$ cat src/rtl/port_in_debouncer_pkg.sv
// Shared I/O constants for the processor input port path.
// Imported by the debouncer and by the processor top level.
package port_in_debouncer_pkg;

    localparam int PORT_IN_WIDTH    = 8;
    localparam int DEBOUNCE_DEFAULT = 1000;

endpackage

$ cat src/rtl/debounce_bit.sv
// One input bit: 2-flop synchronizer, mismatch counter,
// stable level register and a one-cycle change pulse.
module debounce_bit
    import port_in_debouncer_pkg::*;
#(
    parameter int DEBOUNCE_CYCLES = DEBOUNCE_DEFAULT
) (
    input  logic clk,
    input  logic reset,
    input  logic raw,
    output logic level,
    output logic change
);

    localparam int CW = $clog2(DEBOUNCE_CYCLES + 1);
    localparam logic [CW-1:0] LAST = CW'(DEBOUNCE_CYCLES - 1);

    logic          sync1;
    logic          sync2;
    logic [CW-1:0] cnt;

    // Bring the asynchronous pin into the clock domain.
    always_ff @(posedge clk or negedge reset) begin
        if (!reset) begin
            sync1 <= 1'b0;
            sync2 <= 1'b0;
        end else begin
            sync1 <= raw;
            sync2 <= sync1;
        end
    end

    // Accept a new level only after it has differed long enough.
    always_ff @(posedge clk or negedge reset) begin
        if (!reset) begin
            cnt    <= '0;
            level  <= 1'b0;
            change <= 1'b0;
        end else begin
            change <= 1'b0;
            if (sync2 != level) begin
                if (cnt == LAST) begin
                    level  <= sync2;
                    cnt    <= '0;
                    change <= 1'b1;
                end else begin
                    cnt <= cnt + 1'b1;
                end
            end else begin
                cnt <= '0;
            end
        end
    end

endmodule

$ cat src/rtl/port_in_debouncer.sv
// Debounces the raw board inputs feeding the processor PortIn,
// with per-bit change pulses and a sticky change flag.
module port_in_debouncer
    import port_in_debouncer_pkg::*;
#(
    parameter int NBITS           = PORT_IN_WIDTH,
    parameter int DEBOUNCE_CYCLES = DEBOUNCE_DEFAULT
) (
    input  logic             clk,
    input  logic             reset,
    input  logic [NBITS-1:0] RawIn,
    input  logic             ClearChange,
    output logic [NBITS-1:0] PortIn,
    output logic [NBITS-1:0] ChangePulse,
    output logic             AnyChange,
    output logic             ChangeLatched
);

    for (genvar i = 0; i < NBITS; i++) begin : gBit
        debounce_bit #(
            .DEBOUNCE_CYCLES(DEBOUNCE_CYCLES)
        ) uBit (
            .clk   (clk),
            .reset (reset),
            .raw   (RawIn[i]),
            .level (PortIn[i]),
            .change(ChangePulse[i])
        );
    end

    assign AnyChange = |ChangePulse;

    // Sticky flag; a new change beats a clear in the same cycle.
    always_ff @(posedge clk or negedge reset) begin
        if (!reset) begin
            ChangeLatched <= 1'b0;
        end else if (AnyChange) begin
            ChangeLatched <= 1'b1;
        end else if (ClearChange) begin
            ChangeLatched <= 1'b0;
        end
    end

endmodule

$ cat config.mk
export PLATFORM = sky130hd
export DESIGN_NAME = port_in_debouncer
export DESIGN_NICKNAME = d
export VERILOG_FILES = /design/src/rtl/port_in_debouncer_pkg.sv /design/src/rtl/debounce_bit.sv /design/src/rtl/port_in_debouncer.sv
export SDC_FILE = /design/constraint.sdc
export NUM_CORES = 1
export LEC_CHECK = 0
export ABC_AREA = 0
export ABC_CLOCK_PERIOD_IN_PS = 2600
export CORE_MARGIN = 5
export CORE_UTILIZATION = 64
export DETAILED_ROUTE_END_ITERATION = 7
export PLACE_DENSITY = 0.85
export SKIP_CTS_REPAIR_TIMING = 1
export SYNTH_ARGS = -nofsm -noshare
export SYNTH_HDL_FRONTEND = slang
export SYNTH_SLANG_ARGS = --single-unit
$ cat constraint.sdc
create_clock -name clk -period 2.6 [get_ports clk]
set_input_delay 0.52 -clock clk [delete_from_list [all_inputs] [get_ports clk]]
set_output_delay 0.52 -clock clk [all_outputs]
set_load 0.02 [all_outputs]
Word-level counts from Yosys, hierarchy flattened
Index checks and enable logic that the tools add are counted.
Widths: inputs -> output; s select.
{"block": "totals", "register_bits": 113, "input_bits": 11, "out_inout_bits": 18, "wordCells": 109}
{"block": "op_classes", "addsub": 8, "n_eq_ne": 16, "mux": 34, "n_reduce_logical": 10}
{"cell": "$mux 10", "count": 16}
{"cell": "$add 10x1->10 const B", "count": 8}
{"cell": "$eq 10x10->1 const B", "count": 8}
{"cell": "$mux 1", "count": 18}
{"cell": "$reduce_and 2->1", "count": 8}
{"cell": "$ne 1x1->1", "count": 8}
{"cell": "$reduce_or 8->1", "count": 1}
{"cell": "$reduce_bool 2->1", "count": 1}

Depth between registers and ports, before layout
Gate-level depths: netlist (run 1).
{"block": "logic_depth", "word_depth": 3, "depth_mapped": 6, "depth_no_buf": 5}

By module
From an unflattened synthesis (run 1), not the netlist that was laid out.
{"block": "unflattened", "cells_unflattened": 470, "hier_area_um2": 5210.0}
{"mod": "debounce_bit", "n_inst": 8, "cells_each": 58, "area_each_um2": 643.1, "seq_area_each_um2": 350.3}
{"mod": "port_in_debouncer", "n_inst": 1, "cells_each": 6, "area_each_um2": 65.1, "seq_area_each_um2": 25.0}

Least setup slack after synthesis (run 1)
Ideal clock, no wire load.
{"block": "synth_timing", "path_type": "reg-to-reg", "startpoint": "register gBit[3].uBit.cnt[0]", "endpoint": "register gBit[3].uBit.level", "setup_time_ns": 0.125, "arrival_ns": 1.522, "t_required_ns": 2.475, "setup_slack_ns": 0.953, "path_stages_with_launch": 5, "path_buffers": 0, "period_less_slack_ns": 1.647, "path_cell_list": "dfrtp_1 -> ha_1 -> nand4_1 -> or4b_4 -> mux2_4"}
{"block": "synth_via", "elab_chain_cells": 2}
{"element": "start, declared", "line": "debounce_bit.sv:20", "rtl": "logic [CW-1:0] cnt;"}
{"element": "start signal, assigned", "line": "debounce_bit.sv:47", "rtl": "cnt <= cnt + 1'b1;"}
{"element": "$eq 10x10->1", "line": "debounce_bit.sv:42", "rtl": "if (cnt == LAST) begin"}
{"element": "$reduce_and 2->1 (no source line)"}
{"element": "end signal, assigned", "line": "debounce_bit.sv:43", "rtl": "level <= sync2;"}
{"element": "end, declared", "line": "debounce_bit.sv:11", "rtl": "output logic level,"}
No other way between the ends.
A chain may end at the register's enable or synchronous reset.

Final worst setup path (run 1)
{"block": "layout_timing", "startpoint": "register gBit[1].uBit.change", "endpoint": "output port AnyChange"}
{"block": "layout_via", "elab_chain_cells": 1}
{"element": "start, declared", "line": "debounce_bit.sv:12", "rtl": "output logic change"}
{"element": "start signal, assigned", "line": "debounce_bit.sv:38", "rtl": "change <= 1'b0;"}
{"element": "start signal, assigned", "line": "debounce_bit.sv:40", "rtl": "change <= 1'b0;"}
{"element": "start signal, assigned", "line": "debounce_bit.sv:45", "rtl": "change <= 1'b1;"}
{"element": "$reduce_or 8->1", "line": "port_in_debouncer.sv:31", "rtl": "assign AnyChange = |ChangePulse;"}
{"element": "end, declared", "line": "port_in_debouncer.sv:15", "rtl": "output logic AnyChange,"}
No other way between the ends.

==> results of run 1 <==
## power breakdown
part           switching, mW  total [mW]  leakage, nW  internal, mW
clock                  0.782        2.29        0.278          1.51
sequential            0.0387        1.84         1.52          1.80
combinational         0.0916       0.148        0.688        0.0560
total                  0.912        4.28         2.49          3.37
## registers in the layout, indices dropped and copies added (netlist names)
name and flops:
gBit.uBit.level 8, gBit.uBit.cnt 80, gBit.uBit.sync2 8, gBit.uBit.sync1 8, ChangeLatched 1, gBit.uBit.change 8
## cell usage in the layout (no fill, tap or decap), types with 2 or more instances in the layout
| cell | n |
|---|---|
| a21oi_1 | 14 |
| a31oi_1 | 6 |
| and3_1 | 4 |
| and4_1 | 4 |
| buf_4 | 2 |
| bufinv_16 | 3 |
| clkbuf_1 | 4 |
| clkbuf_16 | 16 |
| clkbuf_8 | 3 |
| clkdlybuf4s50_1 | 27 |
| clkinv_2 | 2 |
| clkinvlp_4 | 3 |
| dfrtp_1 | 113 |
| ha_1 | 8 |
| inv_1 | 14 |
| mux2_2 | 7 |
| nand2_1 | 23 |
| nand2b_1 | 4 |
| nand3_1 | 35 |
| nand3b_1 | 4 |
| nand4_1 | 17 |
| nor2_1 | 96 |
| nor3_1 | 19 |
| nor3b_1 | 2 |
| nor4_1 | 6 |
| o21ai_0 | 4 |
| o21bai_1 | 5 |
| or2_2 | 2 |
| or3_1 | 3 |
| xnor2_1 | 37 |
| xor2_1 | 21 |
## layer usage
layer  GRT usage, %  up-vias  wire (microns)
met5              0        -               0
met4           8.52        0             206
met3           6.07       21             376
met2           36.1       66            4850
met1           27.6     1730            4080
li1               -     1666               -
## worst paths after layout
path | startpoint | to | slack, ns | depth (start not counted)
max in group asynchronous | reset | gBit[7].uBit.cnt[4] | 1.26 | 3
setup reg to reg | gBit[3].uBit.cnt[0] | gBit[3].uBit.cnt[5] | 0.81 | 5
hold / removal | gBit[4].uBit.sync1 | gBit[4].uBit.sync2 | 0.34 | 0
hold reg to reg | gBit[4].uBit.sync1 | gBit[4].uBit.sync2 | 0.34 | 0
setup / recovery | gBit[1].uBit.change | AnyChange | 0.11 | 3
min in group asynchronous | reset | gBit[5].uBit.cnt[7] | 0.51 | 2
## cell type report
class / instances / area (sq um) / share of cell area, %
Clock buffer: 23 / 457 / 7.79
Clock inverter: 9 / 131 / 2.24
Inverter: 14 / 52.6 / 0.896
Multi-Input combinational cell: 329 / 1950 / 33.3
Sequential cell: 113 / 2830 / 48.2
Tap cell: 102 / 128 / 2.18
Timing Repair Buffer: 31 / 315 / 5.38
## critical path, cell delays in order (launching register included)
cell and delay [ns]:
dfrtp_1 0.39, nor4_2 0.43, nand2_1 0.10, clkdlybuf4s50_1 0.55
## cell families after synthesis
group / share of synthesized area, %
xor gates and xnor gates: 10.3
AOI/OAI and AO/OA: 3.99
and+or+nand+nor: 21.2
adders and majority gates: 2.02
buffers and inverters: 3.59
DFF: 57.1
muxes: 1.89
==> metrics.md, run 1 <==
| Metric | Value |
|---|---|
| Status | finished clean |
| Clk Latency, worst-skew pair | slightly above 0.5 ns |
| Initial core utilization | roughly 65% |
| CTS tree | done |
| Most numerous cell in the Yosys netlist | dfrtp_1 |
| First-pass DRT Iterations | 4 |
| Finished Cell Area | 5870 sq um |
| Yosys top cell area share | 57.1% |
| Drt drc | 0 |
| Ys flop type | dfrtp_1 |
| Sequential area share after synthesis | a little under three fifths |
| PnR Total Power | 4.28 mW |
| Nets@finish | approximately 530 |
| Root buf cell | clkbuf_8 |
| Ranking of synthesized cells by area | dfrtp_1 (57%), nor2_1 (7.3%), xnor2_1 (6.5%) |
| Fin Hold WS | 0.344 ns |
| Routability Congestion | 0.810 |
| Largest net degree at the start of global routing | 45 |
| H-tree Lvls | 4 |
| Yosys warns | 0 |
| Detail Route Antenna Nets | 0 |
| Synth Instances | 473 |
| Area of the core | 7650 sq um |
| WL final | 9510 microns |
| Leakage | 2.49 nW |
| Final hold vios | 0 |
| GRT overflow | 0 |
| WP data required | 2.08 ns |
| Synth async-reset ratio | 100% |
| Util after Layout | 76.7% |
| Placed Area | 5260 sq um |
| Layout cells sized above 1 | 8.29% |
| Die H | 98.0 microns |
| Post-synth cell types | 32 |
| # fillers | 471 |
| Pre-CTS WS | roughly 0.53 ns |
| Top Ports | 29 |
| TritonCTS buffer count | 17 |
| Tmin final | 2.49 ns |
| Final Skew | 0.00764 ns |
| Area leader, netlist | dfrtp_1 |
| VDD IR max | roughly 0.59 mV |
| #FFs+latches synth | 113 |
| DR vias | between 3000 and 4000 |
| Drt wl/cell | 15.3 microns |
| Worst Path Arrival | just under 2 ns |
| Max FO, Critical Path | 2 |
| Worst setup SP type | flop |
| RSZ-0062 raised after global routing | false |
| Final setup fails | 0 |
| Worst min path class | reg -> reg |
| Placed Cells | 588 |
| Hpwl dp | a little over 6000 microns |
| Critical path class | reg -> out |
| Least-Margin Pin Slew | 0.546 ns |
| Pwr Density | 730 nW/um^2 |
| Die width | 98.0 microns |
| Post-Route Setup TNS | 0 ns |
| Mapped cell area | 4950 sq um |
| DR iter-0 viols | 145 |
| Synth top cells by count | dfrtp_1 (113), nor2_1 (96), xnor2_1 (37), nand3_1 (35), nand2_1 (23) |
| Vias in the first global route | 3547 |
| Clk sinks | between 100 and 150 |
| Drt via density | 5.61 |
| IO buf count | 28 |
| Mean post-synth cell area | 10.5 sq um |
| Relative slew slack | between 60% and 70% |
| Final worst slack | 0.107 ns |
| First-pass GRT wire length | between 15000 and 20000 microns |
| Peak Freq | 401 MHz |
| Row cnt | 32 |
| Max Cap Violations | 0 |
| Crit. End Element | output port |
| Initial antenna violation count | 0 |
| Area delta synth->final | 18.4% |
| Clock buffer depth | 2 |
| EDFF count, synth | 0 |
| Period utilization | 95.9% |
| Post-Layout Cell Count | around 620 |
| Synth Net Count | 492 |
| GRT Util Overall | 21.9% |
| Slew Limit Fails | 0 |
| DIE AREA | 9600 sq um |
| N_diodes | 0 |
| Reg clk slew, reported paths | ~0.050 ns |
Power figures use the tool's default switching activity.
==> run 2: changes to the inputs <==
--- a/config.mk
+++ b/config.mk
@@ -7,7 +7,7 @@
 export LEC_CHECK = 0
 export ABC_AREA = 0
 export ABC_CLOCK_PERIOD_IN_PS = 2600
-export CORE_MARGIN = 5
+export CORE_MARGIN = 2
 export CORE_UTILIZATION = 64
 export DETAILED_ROUTE_END_ITERATION = 7
 export PLACE_DENSITY = 0.85
==> run 2 against run 1 <==
- clock skew down 0.00055 ns
- total power up 1.4%
- fmax up 1.2%
- combinational power about the same
- register-to-register slack better by 0.02 ns
- critical path depth unchanged
- critical path type unchanged
- critical endpoint unchanged
- largest cell class unchanged
==> metrics.md, run 2 (synthesis gave the netlist of run 1 again) <==
| Metric | Value |
|---|---|
| N_diodes | 0 |
| Top Ports | 29 |
| Clock buffer depth | 2 |
| Worst min path class | reg -> reg |
| Final setup fails | 0 |
| Crit. End Element | output port |
| Largest net degree at the start of global routing | 53 |
| Post-Route Setup TNS | 0 ns |
| WL final | 9470 microns |
| Final hold vios | 0 |
| Status | finished clean |
| Drt via density | 5.70 |
| Final Skew | 0.00710 ns |
| Largest register FFs | 80 |
| Period utilization | between 90% and 100% |
| CTS tree | done |
| Leakage | ~2.5 nW |
| Top reg by flops | gBit.uBit.cnt |
| Worst setup SP type | flop |
| GRT Util Overall | about a quarter |
| Placed Area | 5260 sq um |
| Relative slew slack | 63.8% |
| Nets@finish | around 530 |
| RSZ-0062 raised after global routing | false |
| Die H | 92.0 microns |
| TritonCTS buffer count | 17 |
| Initial antenna violation count | 0 |
| Routability Congestion | 0.850 |
| Footprint of the multi-input gates | 1960 sq um |
| Drt wl/cell | 15.3 microns |
| Drt drc | 0 |
| Root buf cell | clkbuf_8 |
| H-tree Lvls | 4 |
| Pwr Density | 736 nW/um^2 |
| Initial core utilization | approximately two thirds |
| Critical path class | reg -> out |
| Finished Cell Area | 5890 sq um |
| Die width | around 92 microns |
| Row cnt | 32 |
| Clk sinks | 113 |
| First-pass GRT wire length | 16300 microns |
| DR vias | around 3500 |
| Hpwl dp | 6020 microns |
| Hold Path Depth | 0 |
| Worst r2r path cells | 5 |
| Detail Route Antenna Nets | 0 |
| Reg clk slew, reported paths | 0.05 ns |
| DIE AREA | 8460 sq um |
| Slew Limit Fails | 0 |
| GRT overflow | 0 |
| IO buf count | 28 |
| Final worst slack | 0.138 ns |
| Max FO, Critical Path | 2 |
| Commonest non-fill, non-tap cells in the layout | dfrtp_1 (113), nor2_1 (96), xnor2_1 (37), nand3_1 (35), clkdlybuf4s50_1 (27) |
| Clk Latency, worst-skew pair | 0.51 ns |
| First-pass DRT Iterations | 6 |
| Area delta synth->final | 19.0% |
| Max Cap Violations | 0 |
| VDD IR max | approximately 0.66 mV |
| Reg area | 2830 sq um |
| Least-Margin Pin Slew | 0.542 ns |
| Layout cells sized above 1 | 8.49% |
| Most common cell after layout, fill and taps aside | dfrtp_1 |
| Worst Path Arrival | 1.94 ns |
| Vias in the first global route | between 3000 and 4000 |
| Area of the core | 7610 sq um |
| Tmin final | 2.46 ns |
| DR iter-0 viols | 154 |
| # fillers | 471 |
| Peak Freq | approximately 410 MHz |
| WP data required | 2.08 ns |
| Pre-CTS WS | 0.519 ns |
## run 2: changes by cell type in the layout (fill, tap and decap cells not counted)
cell and delta:
bufinv_16 +1, clkinvlp_4 -1, nor4_4 +1, clkbuf_1 -2
nor4_2 -1, clkinv_2 +1
## run 2: layer usage
layer	share of wire, %	GRT usage [%]	vias to the layer above	wire length [microns]
met2	53	43.0	78	5040
met5	0	0	-	0
met1	41	29.1	1766	3880
met4	2.4	11.1	0	225
li1	-	-	1672	-
met3	3.4	6.49	15	323
## run 2: metrics by stage
step | cells | total power [mW] | hold WS, ns | util [%]
global placement | 588 | 2.00 | 0.332 | 69.2
finish | 620 | 4.34 | 0.344 | 77.5
global route | 620 | 4.49 | 0.355 | 77.5
detailed placement | 588 | 2.01 | 0.335 | 69.2
CTS | 619 | 4.38 | -0.0635 | 77.2
floorplan | 473 | 1.94 | 0.224 | -
## run 2: path summary, 6_finish.rpt
path                                      from  slack (ns)                   to
min reg2reg                 gBit[5].uBit.sync1        0.34   gBit[5].uBit.sync2
max in group asynchronous                reset        1.36  gBit[4].uBit.cnt[1]
min in group asynchronous                reset        0.50  gBit[1].uBit.cnt[8]
max                        gBit[5].uBit.change        0.14            AnyChange
min                         gBit[5].uBit.sync1        0.34   gBit[5].uBit.sync2
max reg2reg                gBit[3].uBit.cnt[0]        0.83  gBit[3].uBit.cnt[3]
## run 2: critical path, stage by stage, from the launching register on
cell and delay [ns]:
dfrtp_1 0.38, nor4_1 0.41, nand2_1 0.10, clkdlybuf4s50_1 0.55
## run 2: cell type report
class,count,area share [%]
clock buffer,21,7.62
sequential,113,48.0
multi-input combinational,329,33.3
clock inverter,10,2.70
tap,102,2.17
timing repair buffer,31,5.35
inverter,14,0.892
## run 2: where the power goes
group | switching [mW] | internal [mW] | total [mW] | leakage [nW]
Combinational | 0.0888 | 0.0560 | 0.145 | 0.694
Sequential | 0.0383 | 1.80 | 1.84 | 1.52
Clock | 0.757 | 1.59 | 2.35 | 0.294
==> run 3: changes to the inputs <==
--- a/config.mk
+++ b/config.mk
@@ -10,7 +10,9 @@
 export CORE_MARGIN = 2
 export CORE_UTILIZATION = 64
 export DETAILED_ROUTE_END_ITERATION = 7
+export GPL_TIMING_DRIVEN = 0
 export PLACE_DENSITY = 0.85
+export SETUP_SLACK_MARGIN = 0.2
 export SKIP_CTS_REPAIR_TIMING = 1
 export SYNTH_ARGS = -nofsm -noshare
 export SYNTH_HDL_FRONTEND = slang
==> run 3 against run 2 <==
- clock skew is 0.00052 ns lower
- wire length rose by 1.7%
- clock power down 6%
- highest routed layer unchanged
==> metrics.md, run 3 (synthesis gave the netlist of run 1 again) <==
| Metric | Value |
|---|---|
| Final Skew | 0.00658 ns |
| Clock power frac | 52.8% |
| DIE AREA | 8460 sq um |
| CTS tree | done |
| Int Pwr | 3.35 mW |
| Share of total power in sequential cells | 43.8% |
| Final hold vios | 0 |
| Placed Area | between 5000 and 6000 sq um |
| IO buf count | 28 |
| Tmin final | 2.21 ns |
| Routability Congestion | 0.818 |
| Pwr Density | ~700 nW/um^2 |
| Top Ports | 29 |
| Final worst slack | 0.392 ns |
| Max FO, Critical Path | 2 |
| Critical Path, Cell by Cell | buf_4 > clkdlybuf4s50_1 |
| Clk Latency, worst-skew pair | 0.51 ns |
| Crit. End Element | output port |
| Psw | 0.860 mW |
| Pre-CTS WS | between 0.4 and 0.5 ns |
| Vias in the first global route | 3655 |
| Root buf cell | clkbuf_8 |
| Finished Cell Area | 5970 sq um |
| Worst Path Arrival | 1.69 ns |
| Initial antenna violation count | 0 |
| Worst setup SP type | flop |
| Status | finished clean |
| DR vias | 3550 |
| N_diodes | 0 |
| TritonCTS buffer count | 17 |
| Leakage | 2.60 nW |
| Drt via density | 5.61 |
| DR iter-0 viols | 217 |
| Detail Route Antenna Nets | 0 |
| Relative slew slack | between 60% and 70% |
| Least-Margin Pin Slew | ~0.6 ns |
| WP data required | 2.08 ns |
| Crit path buffers/inverters | 2 |
| Sw Share | between 20% and 30% |
| Clock buffer depth | 2 |
| Fin Hold WS | 0.00628 ns |
| Reg clk slew, reported paths | 0.05 ns |
| Drt drc | 0 |
| Nets@finish | between 500 and 600 |
| GRT overflow | 0 |
| VDD IR max | between 0.7 and 0.8 mV |
| H-tree Lvls | 4 |
| Final setup fails | 0 |
| Max Cap Violations | 0 |
| Worst r2r path cells | 4 |
| Worst path max stage delay | about 0.61 ns |
| Util after Layout | 78.5% |
| Row cnt | 32 |
| Worst path top cell family by delay | buffers and inverters |
| Worst min path class | in -> async |
| Post-Layout Cell Count | ~630 |
| Largest register FFs | 80 |
| Post-Route Setup TNS | 0 ns |
| Critical path class | reg -> out |
| First-pass DRT Iterations | 4 |
| Most common cell after layout, fill and taps aside | dfrtp_1 |
| Peak Freq | 453 MHz |
| Layout cells sized above 1 | a little over a tenth |
| First-pass GRT wire length | 16600 microns |
| Levels on crit path | 2 |
| Hpwl dp | 5950 microns |
| Combinational power share | 3.4% |
| Slew Limit Fails | 0 |
| Placed Cells | roughly 600 |
| Worst path slowest cell | clkdlybuf4s50_1 |
| Drt wl/cell | 15.2 microns |
| Area delta synth->final | 20.6% |
| Commonest non-fill, non-tap cells in the layout | dfrtp_1 (113), nor2_1 (96), xnor2_1 (37), nand3_1 (35), clkdlybuf4s50_1 (26) |
| WL final | 9630 microns |
| Die width | just over 90 microns |
| Period utilization | 84.9% |
| Die H | 92.0 microns |
| Clk sinks | 113 |
| Area of the core | roughly 7600 sq um |
| GRT Util Overall | 25.2% |
| Top reg by flops | gBit.uBit.cnt |
| RSZ-0062 raised after global routing | false |
| Largest net degree at the start of global routing | 71 |
| Initial core utilization | 65.1% |
| PnR Total Power | 4.21 mW |
| # fillers | 480 |
run 3: path summary, 6_finish.rpt:
| check | start | end | slack [ns] |
|---|---|---|---|
| max | gBit[0].uBit.change | ChangePulse[0] | 0.39 |
| min | reset | gBit[5].uBit.cnt[2] | 0.006 |
| max reg2reg | gBit[3].uBit.cnt[0] | gBit[3].uBit.level | 0.78 |
| min reg2reg | gBit[3].uBit.sync1 | gBit[3].uBit.sync2 | 0.35 |
| max in group asynchronous | reset | gBit[3].uBit.cnt[0] | 1.88 |
| min in group clk | gBit[3].uBit.sync1 | gBit[3].uBit.sync2 | 0.35 |
run 3: metal layers:
metal,up-vias,GRT usage [%],share of wire [%]
li1,1698,-,-
met1,1734,30.4,41
met2,84,42.2,52
met3,34,5.75,3.4
met4,0,13.8,3.7
met5,-,0,0
run 3: layout make-up:
cell class | count | area, sq um | area share, %
timing repair buffer | 29 | 308 | 5.15
tap | 102 | 128 | 2.14
clock buffer | 23 | 457 | 7.64
inverter | 14 | 52.6 | 0.880
sequential | 113 | 2830 | 47.3
buffer | 17 | 125 | 2.09
clock inverter | 6 | 108 | 1.80
multi-input combinational | 329 | 1970 | 33.0
run 3: power groups by stage:
stage,clock network [mW],logic (mW),registers [mW]
floorplan,0,0.0739,1.86
global placement,0,0.133,1.87
detailed placement,0,0.145,1.87
CTS,2.26,0.147,1.84
global route,2.34,0.165,1.85
finish,2.22,0.143,1.84
